$ cat src/rtl/score_pkg.sv
// ============================================================================
// score_pkg : shared BCD types and helpers for the score accumulator
// Rev 1.0
// ============================================================================
`default_nettype none

package score_pkg;

   typedef logic [3:0] bcd_digit_t;

   localparam bcd_digit_t BCD_MAX_DIGIT = 4'd9;

   // Inputs above 99 are outside the supported point range.
   function automatic logic [7:0] bin_to_bcd2(input logic [7:0] bin);
      bcd_digit_t tens;
      bcd_digit_t ones;
      tens = 4'(bin / 8'd10);
      ones = 4'(bin % 8'd10);
      return {tens, ones};
   endfunction

   // Packed BCD with the most significant digit in the MSBs orders like unsigned binary.
   function automatic logic bcd_gt(input logic [31:0] a, input logic [31:0] b);
      return a > b;
   endfunction

endpackage

`default_nettype wire

$ cat src/rtl/bcd_adder.sv
// ============================================================================
// bcd_adder : combinational DIGITS-wide ripple BCD adder with carry out
// Rev 1.0
// ============================================================================
`default_nettype none

module bcd_adder #(
   parameter int DIGITS = 4
) (
   input  logic [4*DIGITS-1:0] a_i,
   input  logic [4*DIGITS-1:0] b_i,
   output logic [4*DIGITS-1:0] sum_o,
   output logic                carry_o
);

   logic [DIGITS:0] w_carry;

   assign w_carry[0] = 1'b0;

   generate
      for (genvar g = 0; g < DIGITS; g++) begin : g_digit
         logic [4:0] w_raw;
         assign w_raw = {1'b0, a_i[4*g +: 4]} + {1'b0, b_i[4*g +: 4]} + {4'd0, w_carry[g]};
         // A digit sum above 9 wraps into the next digit after the +6 correction.
         assign w_carry[g+1]   = (w_raw > 5'd9);
         assign sum_o[4*g +: 4] = w_carry[g+1] ? 4'(w_raw + 5'd6) : w_raw[3:0];
      end
   endgenerate

   assign carry_o = w_carry[DIGITS];

endmodule

`default_nettype wire

$ cat src/rtl/score_accumulator.sv
// ============================================================================
// score_accumulator : per-channel point slots, round-robin drain, saturating
//                     BCD score and high score. DIGITS must be at least 2.
// Rev 1.0
// ============================================================================
`default_nettype none

module score_accumulator
   import score_pkg::*;
#(
   parameter int N_CH   = 4,
   parameter int PTS_W  = 4,
   parameter int DIGITS = 4
) (
   input  logic                    Clk,
   input  logic                    Reset,
   input  logic                    clear_score,
   input  logic [N_CH-1:0]         pt_valid,
   input  logic [N_CH*PTS_W-1:0]   pt_value,
   output logic [4*DIGITS-1:0]     score_bcd,
   output logic [4*DIGITS-1:0]     high_bcd,
   output logic [N_CH-1:0]         pending,
   output logic                    lost,
   output logic                    saturated
);

   localparam int RR_W  = (N_CH > 1) ? $clog2(N_CH) : 1;
   localparam int RRX_W = RR_W + 1;
   localparam int SW    = 4 * DIGITS;
   localparam logic [SW-1:0] C_SCORE_MAX = {DIGITS{BCD_MAX_DIGIT}};

   logic [PTS_W-1:0] slot_val_q [N_CH];
   logic [PTS_W-1:0] slot_val_d [N_CH];
   logic [N_CH-1:0]  pending_q, pending_d;
   logic [RR_W-1:0]  rr_q, rr_d;
   logic             lost_q, lost_d;
   logic [PTS_W-1:0] add_val_q;
   logic             add_vld_q;
   logic [SW-1:0]    score_q;
   logic [SW-1:0]    high_q;
   logic             sat_q;

   logic             w_grant_vld;
   logic [RR_W-1:0]  w_grant_idx;
   logic [N_CH-1:0]  w_grant_oh;
   logic [SW-1:0]    w_add_bcd;
   logic [SW-1:0]    w_sum_bcd;
   logic             w_carry;
   logic [SW-1:0]    w_score_new;

   // Search starts at rr and wraps, so the first hit is the round-robin winner.
   always_comb begin
      logic [RRX_W-1:0] cand;
      w_grant_vld = 1'b0;
      w_grant_idx = '0;
      for (int k = 0; k < N_CH; k++) begin
         cand = {1'b0, rr_q} + RRX_W'(k);
         if (cand >= RRX_W'(N_CH)) begin
            cand = cand - RRX_W'(N_CH);
         end
         if (!w_grant_vld && pending_q[cand[RR_W-1:0]]) begin
            w_grant_vld = 1'b1;
            w_grant_idx = cand[RR_W-1:0];
         end
      end
   end

   assign w_grant_oh = w_grant_vld ? (N_CH'(1) << w_grant_idx) : '0;

   always_comb begin
      rr_d = rr_q;
      if (w_grant_vld) begin
         rr_d = (w_grant_idx == RR_W'(N_CH - 1)) ? '0 : w_grant_idx + RR_W'(1);
      end
   end

   // A slot drained this cycle may accept a fresh event without loss.
   always_comb begin
      pending_d  = pending_q;
      slot_val_d = slot_val_q;
      lost_d     = lost_q;
      for (int i = 0; i < N_CH; i++) begin
         if (pt_valid[i]) begin
            if (!pending_q[i] || w_grant_oh[i]) begin
               slot_val_d[i] = pt_value[i*PTS_W +: PTS_W];
               pending_d[i]  = 1'b1;
            end else begin
               lost_d = 1'b1;
            end
         end else if (w_grant_oh[i]) begin
            pending_d[i] = 1'b0;
         end
      end
   end

   assign w_add_bcd = {{(SW-8){1'b0}}, bin_to_bcd2(8'(add_val_q))};

   bcd_adder #(
      .DIGITS (DIGITS)
   ) u_bcd_adder (
      .a_i     (score_q),
      .b_i     (w_add_bcd),
      .sum_o   (w_sum_bcd),
      .carry_o (w_carry)
   );

   assign w_score_new = w_carry ? C_SCORE_MAX : w_sum_bcd;

   always_ff @(posedge Clk) begin
      if (Reset || clear_score) begin
         for (int i = 0; i < N_CH; i++) begin
            slot_val_q[i] <= '0;
         end
         pending_q <= '0;
         rr_q      <= '0;
         lost_q    <= 1'b0;
         add_val_q <= '0;
         add_vld_q <= 1'b0;
         score_q   <= '0;
         sat_q     <= 1'b0;
      end else begin
         slot_val_q <= slot_val_d;
         pending_q  <= pending_d;
         rr_q       <= rr_d;
         lost_q     <= lost_d;
         add_vld_q  <= w_grant_vld;
         add_val_q  <= slot_val_q[w_grant_idx];
         if (add_vld_q) begin
            score_q <= w_score_new;
            if (w_carry) begin
               sat_q <= 1'b1;
            end
         end
      end
   end

   // High score survives clear_score; only Reset zeroes it.
   always_ff @(posedge Clk) begin
      if (Reset) begin
         high_q <= '0;
      end else if (!clear_score && add_vld_q && bcd_gt(32'(w_score_new), 32'(high_q))) begin
         high_q <= w_score_new;
      end
   end

   assign score_bcd = score_q;
   assign high_bcd  = high_q;
   assign pending   = pending_q;
   assign lost      = lost_q;
   assign saturated = sat_q;

endmodule

`default_nettype wire

$ cat config.mk
export PLATFORM = sky130hd
export DESIGN_NAME = score_accumulator
export DESIGN_NICKNAME = d
export VERILOG_FILES = /design/src/rtl/score_pkg.sv /design/src/rtl/bcd_adder.sv /design/src/rtl/score_accumulator.sv
export SDC_FILE = /design/constraint.sdc
export NUM_CORES = 1
export LEC_CHECK = 0
export CAP_MARGIN = 20
export CORE_MARGIN = 3
export CORE_UTILIZATION = 47
export DETAILED_ROUTE_END_ITERATION = 8
export PLACE_DENSITY_LB_ADDON = 0.08
export SLEW_MARGIN = 20
export SYNTH_ARGS = -nofsm -noshare
export SYNTH_HDL_FRONTEND = slang
export SYNTH_HIERARCHICAL = 1
export SYNTH_SLANG_ARGS = --single-unit
$ cat constraint.sdc
create_clock -name Clk -period 20.8 [get_ports Clk]
set_input_delay 3.12 -clock Clk [delete_from_list [all_inputs] [get_ports Clk]]
set_output_delay 3.12 -clock Clk [all_outputs]
set_load 0.1 [all_outputs]
==> metrics.cfg, run 1 <==
[status]
status = finished, final reports clean

[synth]
synth_top_area_share_pct = 30.80
synth-seq-cells = 61
yosysUniqueCellTypes = 53
synth-main-ff-cell = dfxtp_1
yosys-top-cells-count = dfxtp_1 (61), inv_1 (59), nor2_1 (59), ha_1 (41), mux2i_1 (39)
synth_compound_area_share_pct = 18.74
synthXorXnorAreaFrac_pct = 1.767
async_flop_share_pct = 0
synth_edf_count = 0
yosysWarnings = 6
netlist_area_mm2 = 0.003965
ys_seq_area_share_pct = 30.80
muxShareOfSynthArea_pct = 10.13
synth.most_common_cell = dfxtp_1
synth_simple_gate_area_share_pct = 13.66
synth_top_family_by_area = compound AO/OA/AOI/OAI gates
yosysTopAreaCell = dfxtp_1
synth_adder_area_share_pct = 16.47
synth_area_per_cell_um2 = 9.136
synth.area.top_cells = dfxtp_1 (31%), ha_1 (13%), mux2i_1 (9.8%)
synthCells = 434

[detailed_routing]
detail-route-antenna-nets = 0
firstDrtPassIters = 4
drtIter0Drc = 113
wl_per_cell_um = 14.14
avgViaCountPerCell = 5.189
drc_errors = 0
wirelength_mm = 8.614
num_vias = 3160

[grt]
grt_pass1_wl_mm = 14.75
grt_max_degree = 42
grt_overflow = 0
track_usage_pct = 18.63
antenna_found_initial = 0
grt_pass1_vias = 3028

[floorplan]
die_area_mm2 = 0.009575
ios = 61
num_rows = 32
core-area_mm2 = 0.007968
initial_core_util_pct = 49.76
die_h_um = 97.85
dieWidth_um = 97.85

[worst_setup_path]
cp_num_buf_inv = 10
critPathArrivalTime_ns = 10.49
crit_type = flop to flop
critPathMaxFanout = 17
cp_top_family = adder cells
cpMostUsedCell = inv_1
worst_path_max_delay_cell = or4_4
critPathCaptureType = flop
r2r_setup_slack_ns = 10.54
rr_worst_depth = 41
required_ns = 21.03
rr_endpoint = high_bcd[0]
start_kind = flop
critPathMaxStageDelay_ns = 0.54
r2r-start = add_val_q[1]

[clock_tree]
clock_latency_ns = 0.34
cts_tree = done
cts-root-buf = clkbuf_8
cts_setup_buffers = 0
path_clk_slew_ns = 0.07
h-tree-depth = 3
clock_sinks = 61
cts_resized = 0
max-clock-path-buffers = 2
cts_hold_buf = 0
cts_made_buffers = 9

[worst_hold_path]
hold_depth = 2
hp-start = saturated
min_path_type = flop to flop
hold_end = saturated

[sta]
setup_viol = 0
rsz0062_at_grt = false
hold_slack_ns = 0.4804
max_slew_margin_pct = 32.54
fin_tns_setup_ns = 0
post-route-period-util_pct = 49.35
drv_slew = 0
finalClockSkew_ns = 0.01038
timing.final.ws_setup_ns = 10.54
worstMarginPinSlew_ns = 1.009
finalHoldViolCount = 0
period_needed_ns = 10.26
clock.fmax_mhz = 97.42

[cells_and_area]
finalInstanceArea_mm2 = 0.004816
multi_input_area_mm2 = 0.002462
num-nets-final = 573
fill_cells = 714
layout-drive-gt1-share_pct = 7.298
diodes = 0
seq_area_mm2 = 0.001221
syn2layout_area_growth_pct = 21.46

[pwr]
pwr_density_cell_mw_per_mm2 = 68.27
static-leakage-power_nw = 2.056
ir_drop_v = 0.00003978
design_power_total_mw = 0.3288

[placed_design]
place_congestion = 0.8511
pre_cts_ws_ns = 10.55
placed_cell_area_mm2 = 0.004648
io_buffers = 60
hpwl_mm = 6.539

[flow_run]
drv_cap = 0

[through the flow]
stage	cells	utilization, %
CTS	609	60.44
global route	609	60.44
detailed placement	593	58.34
floorplan	447	-
global placement	593	58.34
finish	609	60.44
[kinds of logic after synthesis]
kind of cell / count (synthesis)
AOI/OAI and AO/OA: 89
xor gates and xnor gates: 8
adders and majority gates: 48
buffers and inverters: 77
DFF: 61
muxes: 40
other: 1
and+or+nand+nor: 110
[flip-flops by register name, summed over array words and instances, names as in the netlist]
signal,flops
saturated,1
pending,4
score_bcd,16
add_vld_q,1
high_bcd,16
rr_q,2
slot_val_q,16
lost,1
add_val_q,4
[worst min-delay path, stage by stage (launching register included)]
cell and delay (ns):
dfxtp_1 0.33, a21oi_1 0.05, nor2_1 0.07
[where the power goes]
group | total [mW] | internal (mW) | switching, mW
combinational | 0.113 | 0.0438 | 0.0688
clock | 0.0929 | 0.0435 | 0.0494
sequential | 0.123 | 0.120 | 0.00287
[placed cells by master, fill, tap and decap left out, types with 3 or more instances in the layout]
master,count
a211oi_1,11
a21boi_0,5
a21o_1,6
a21oi_1,18
a31oi_1,3
and3b_1,3
clkbuf_8,9
clkdlybuf4s50_1,60
clkinvlp_4,3
conb_1,14
dfxtp_1,61
fa_1,7
ha_1,41
inv_1,59
mux2i_1,39
nand2_1,7
nand2b_1,14
nand3_1,3
nand3b_1,3
nor2_1,59
nor2b_1,6
o21a_1,4
o21ai_0,5
o22ai_1,8
o31a_1,3
o32ai_1,5
o32ai_2,9
or2_2,4
xnor2_1,7
[final cells by class]
class,instances,share of cell area (%)
Multi-Input combinational cell,309,51.13
Timing Repair Buffer,62,12.78
Tap cell,102,2.650
Clock buffer,11,2.728
Sequential cell,61,25.36
Inverter,59,4.599
Clock inverter,5,0.7534
[layer usage]
metal	part of all wire (%)	vias to the layer above	GRT usage (%)
met5	0	-	0
met4	0.94	0	4.153
met3	5.0	9	4.929
met2	48	75	31.73
met1	46	1444	23.65
li1	-	1632	-
[worst max path at each step]
| stage | depth (start not counted) | slack, ns | startpoint | endpoint |
|---|---|---|---|---|
| floorplan | 42 | 11.01 | score_bcd[0] | high_bcd[0] |
| global placement | 42 | 10.91 | add_val_q[2] | high_bcd[0] |
| detailed placement | 42 | 10.55 | add_val_q[1] | high_bcd[0] |
| CTS | 41 | 10.52 | add_val_q[1] | high_bcd[0] |
| global route | 41 | 9.70 | add_val_q[1] | high_bcd[0] |
| finish | 41 | 10.54 | add_val_q[1] | high_bcd[0] |
Note: power is estimated with default switching activity, not from simulation.
==> run 2: changes to the inputs <==
==> constraint.sdc (replaced) <==
create_clock -name Clk -period 8.5 [get_ports Clk]
set_input_delay 1.275 -clock Clk [delete_from_list [all_inputs] [get_ports Clk]]
set_output_delay 1.275 -clock Clk [all_outputs]
set_load 0.1 [all_outputs]
==> run 2 against run 1 <==
Net effect: the run now ends with setup timing left; sequential power grew 150%; register-to-register slack lost 11 ns; die area is the same.
==> metrics.cfg, run 2 (same netlist as run 1, synthesis figures left out) <==
[status]
status = finished with violations
violations = setup timing

[placed_design]
place_congestion = 0.8312
placed_cell_area_mm2 = 0.005269
hpwl_mm = 7.513
io_buffers = 60
place_inst = 663
pre_cts_ws_ns = -0.8462

[clock_tree]
path_clk_slew_ns = 0.08
cts-root-buf = clkbuf_8
clock_latency_ns = 0.35
clock_sinks = 61
max-clock-path-buffers = 2
cts_made_buffers = 9
h-tree-depth = 3
cts_tree = done
cts_hold_buf = 0

[cells_and_area]
diodes = 0
layout_common_cells = buf_4 (87), clkdlybuf4s50_1 (60), dfxtp_1 (55), nor2_1 (52), inv_1 (41)
num-nets-final = 668
fill_cells = 514
layout_commonest_cell = buf_4
syn2layout_area_growth_pct = 56.61
layout-drive-gt1-share_pct = 35.38
fin_util_pct = 77.94
finalInstanceArea_mm2 = 0.006210
final_cells = 704

[grt]
track_usage_pct = 22.89
grt_max_degree = 42
grt_overflow = 0
grt_pass1_wl_mm = 18.17
antenna_found_initial = 0
grt_pass1_vias = 3862

[sta]
max_slew_margin_pct = 30.34
setup_viol = 16
rsz0062_at_grt = true
finalHoldViolCount = 0
drv_slew = 0
post-route-period-util_pct = 108.2
finalClockSkew_ns = 0.01173
worstMarginPinSlew_ns = 1.042
period_needed_ns = 9.196
timing.final.ws_setup_ns = -0.6958
clock.fmax_mhz = 108.7

[worst_setup_path]
crit_type = flop to flop
worst_path_max_delay_cell = or4_4
r2r-start = add_val_q[1]
critPathArrivalTime_ns = 9.43
cp_num_buf_inv = 12
cp_top_family = adder cells
critPathMaxStageDelay_ns = 0.56
cpMostUsedCell = inv_2
cp-startpoint = add_val_q[1]
r2r_setup_slack_ns = -0.70
critPathMaxFanout = 6
start_kind = flop
critPathCaptureType = flop
required_ns = 8.73

[pwr]
pwr-share-clk_pct = 26.5
p_comb_share_pct = 46.4
p_int_mw = 0.7221
p_sw_share_pct = 35.21
design_power_total_mw = 1.115
static-leakage-power_nw = 2.657
switchingPower_mw = 0.3924
pwr_density_cell_mw_per_mm2 = 179.5
ir_drop_v = 0.0001366
power_frac_seq_pct = 27.1

[floorplan]
core-area_mm2 = 0.007968
dieWidth_um = 97.85
num_rows = 32
ios = 61
die_area_mm2 = 0.009575
initial_core_util_pct = 49.76
die_h_um = 97.85

[detailed_routing]
wirelength_mm = 11.75
avgViaCountPerCell = 5.261
firstDrtPassIters = 4
num_vias = 3704
drc_errors = 0
drtIter0Drc = 140
detail-route-antenna-nets = 0
wl_per_cell_um = 16.69

[flow_run]
drv_cap = 0

[worst_hold_path]
hp-start = saturated
min_path_type = flop to flop

## run 2: cell types whose count changed in the layout (fill, tap and decap cells not counted), moves of 7 or more
cell	change
inv_2	+13
ha_4	+14
ha_1	-15
nor2_1	-7
inv_1	-18
buf_4	+85
nand2b_1	-7
nand2b_4	+7
## run 2: worst min-delay path: stages (launching register included)
cell     delay [ns]
dfxtp_1        0.33
a21oi_1        0.04
nor2_1         0.08
## run 2: per-stage QoR
step | setup TNS, ns | hold slack, ns
6_report | -10.34 | 0.4865
5_1_grt | -16.60 | 0.5047
4_1_cts | -8.888 | 0.4879
3_5_place_dp | -12.98 | 0.4653
3_3_place_gp | -7.572 | 0.4593
2_1_floorplan | 0 | 0.4627
## run 2: metal layers
layer | part of all wire (%) | track usage (%)
met1 | 43 | 27.93
met2 | 50 | 39.95
met3 | 5.3 | 4.643
met4 | 1.5 | 7.987
met5 | 0 | 0
## run 2: power groups by stage
stage	registers, mW	clock network [mW]	logic, mW
after global placement	0.308	0	0.359
final	0.302	0.296	0.517
after floorplan	0.345	0	0.183
after global routing	0.303	0.315	0.553
after detailed placement	0.308	0	0.366
after CTS	0.302	0.300	0.442
## run 2: area by class of cell
class                   instances  area [um^2]  share of cell area [%]
multi-input cells             309         2952                   47.53
repair buffers                157         1439                   23.17
flip-flops and latches         61         1236                   19.91
inverters                      59        234.0                   3.768
well taps                     102        127.6                   2.055
clock buffers                   9        123.9                   1.995
clock inverters                 7        97.59                   1.572
## run 2: path summary, 6_finish.rpt
path / to / depth (start not counted)
max reg2reg: high_bcd[4] / 45
min: saturated / 2
max: high_bcd[4] / 45
min reg2reg: saturated / 2
## run 2: what timing repair did
| action | 4_1_cts | 5_1_grt |
|---|---|---|
| pin swaps | 16 | 28 |
| setup endpoints to repair | 16 | 16 |
| buffers inserted | 10 | 12 |
| gates resized for setup | 62 | 45 |
| cloned | 2 | 1 |
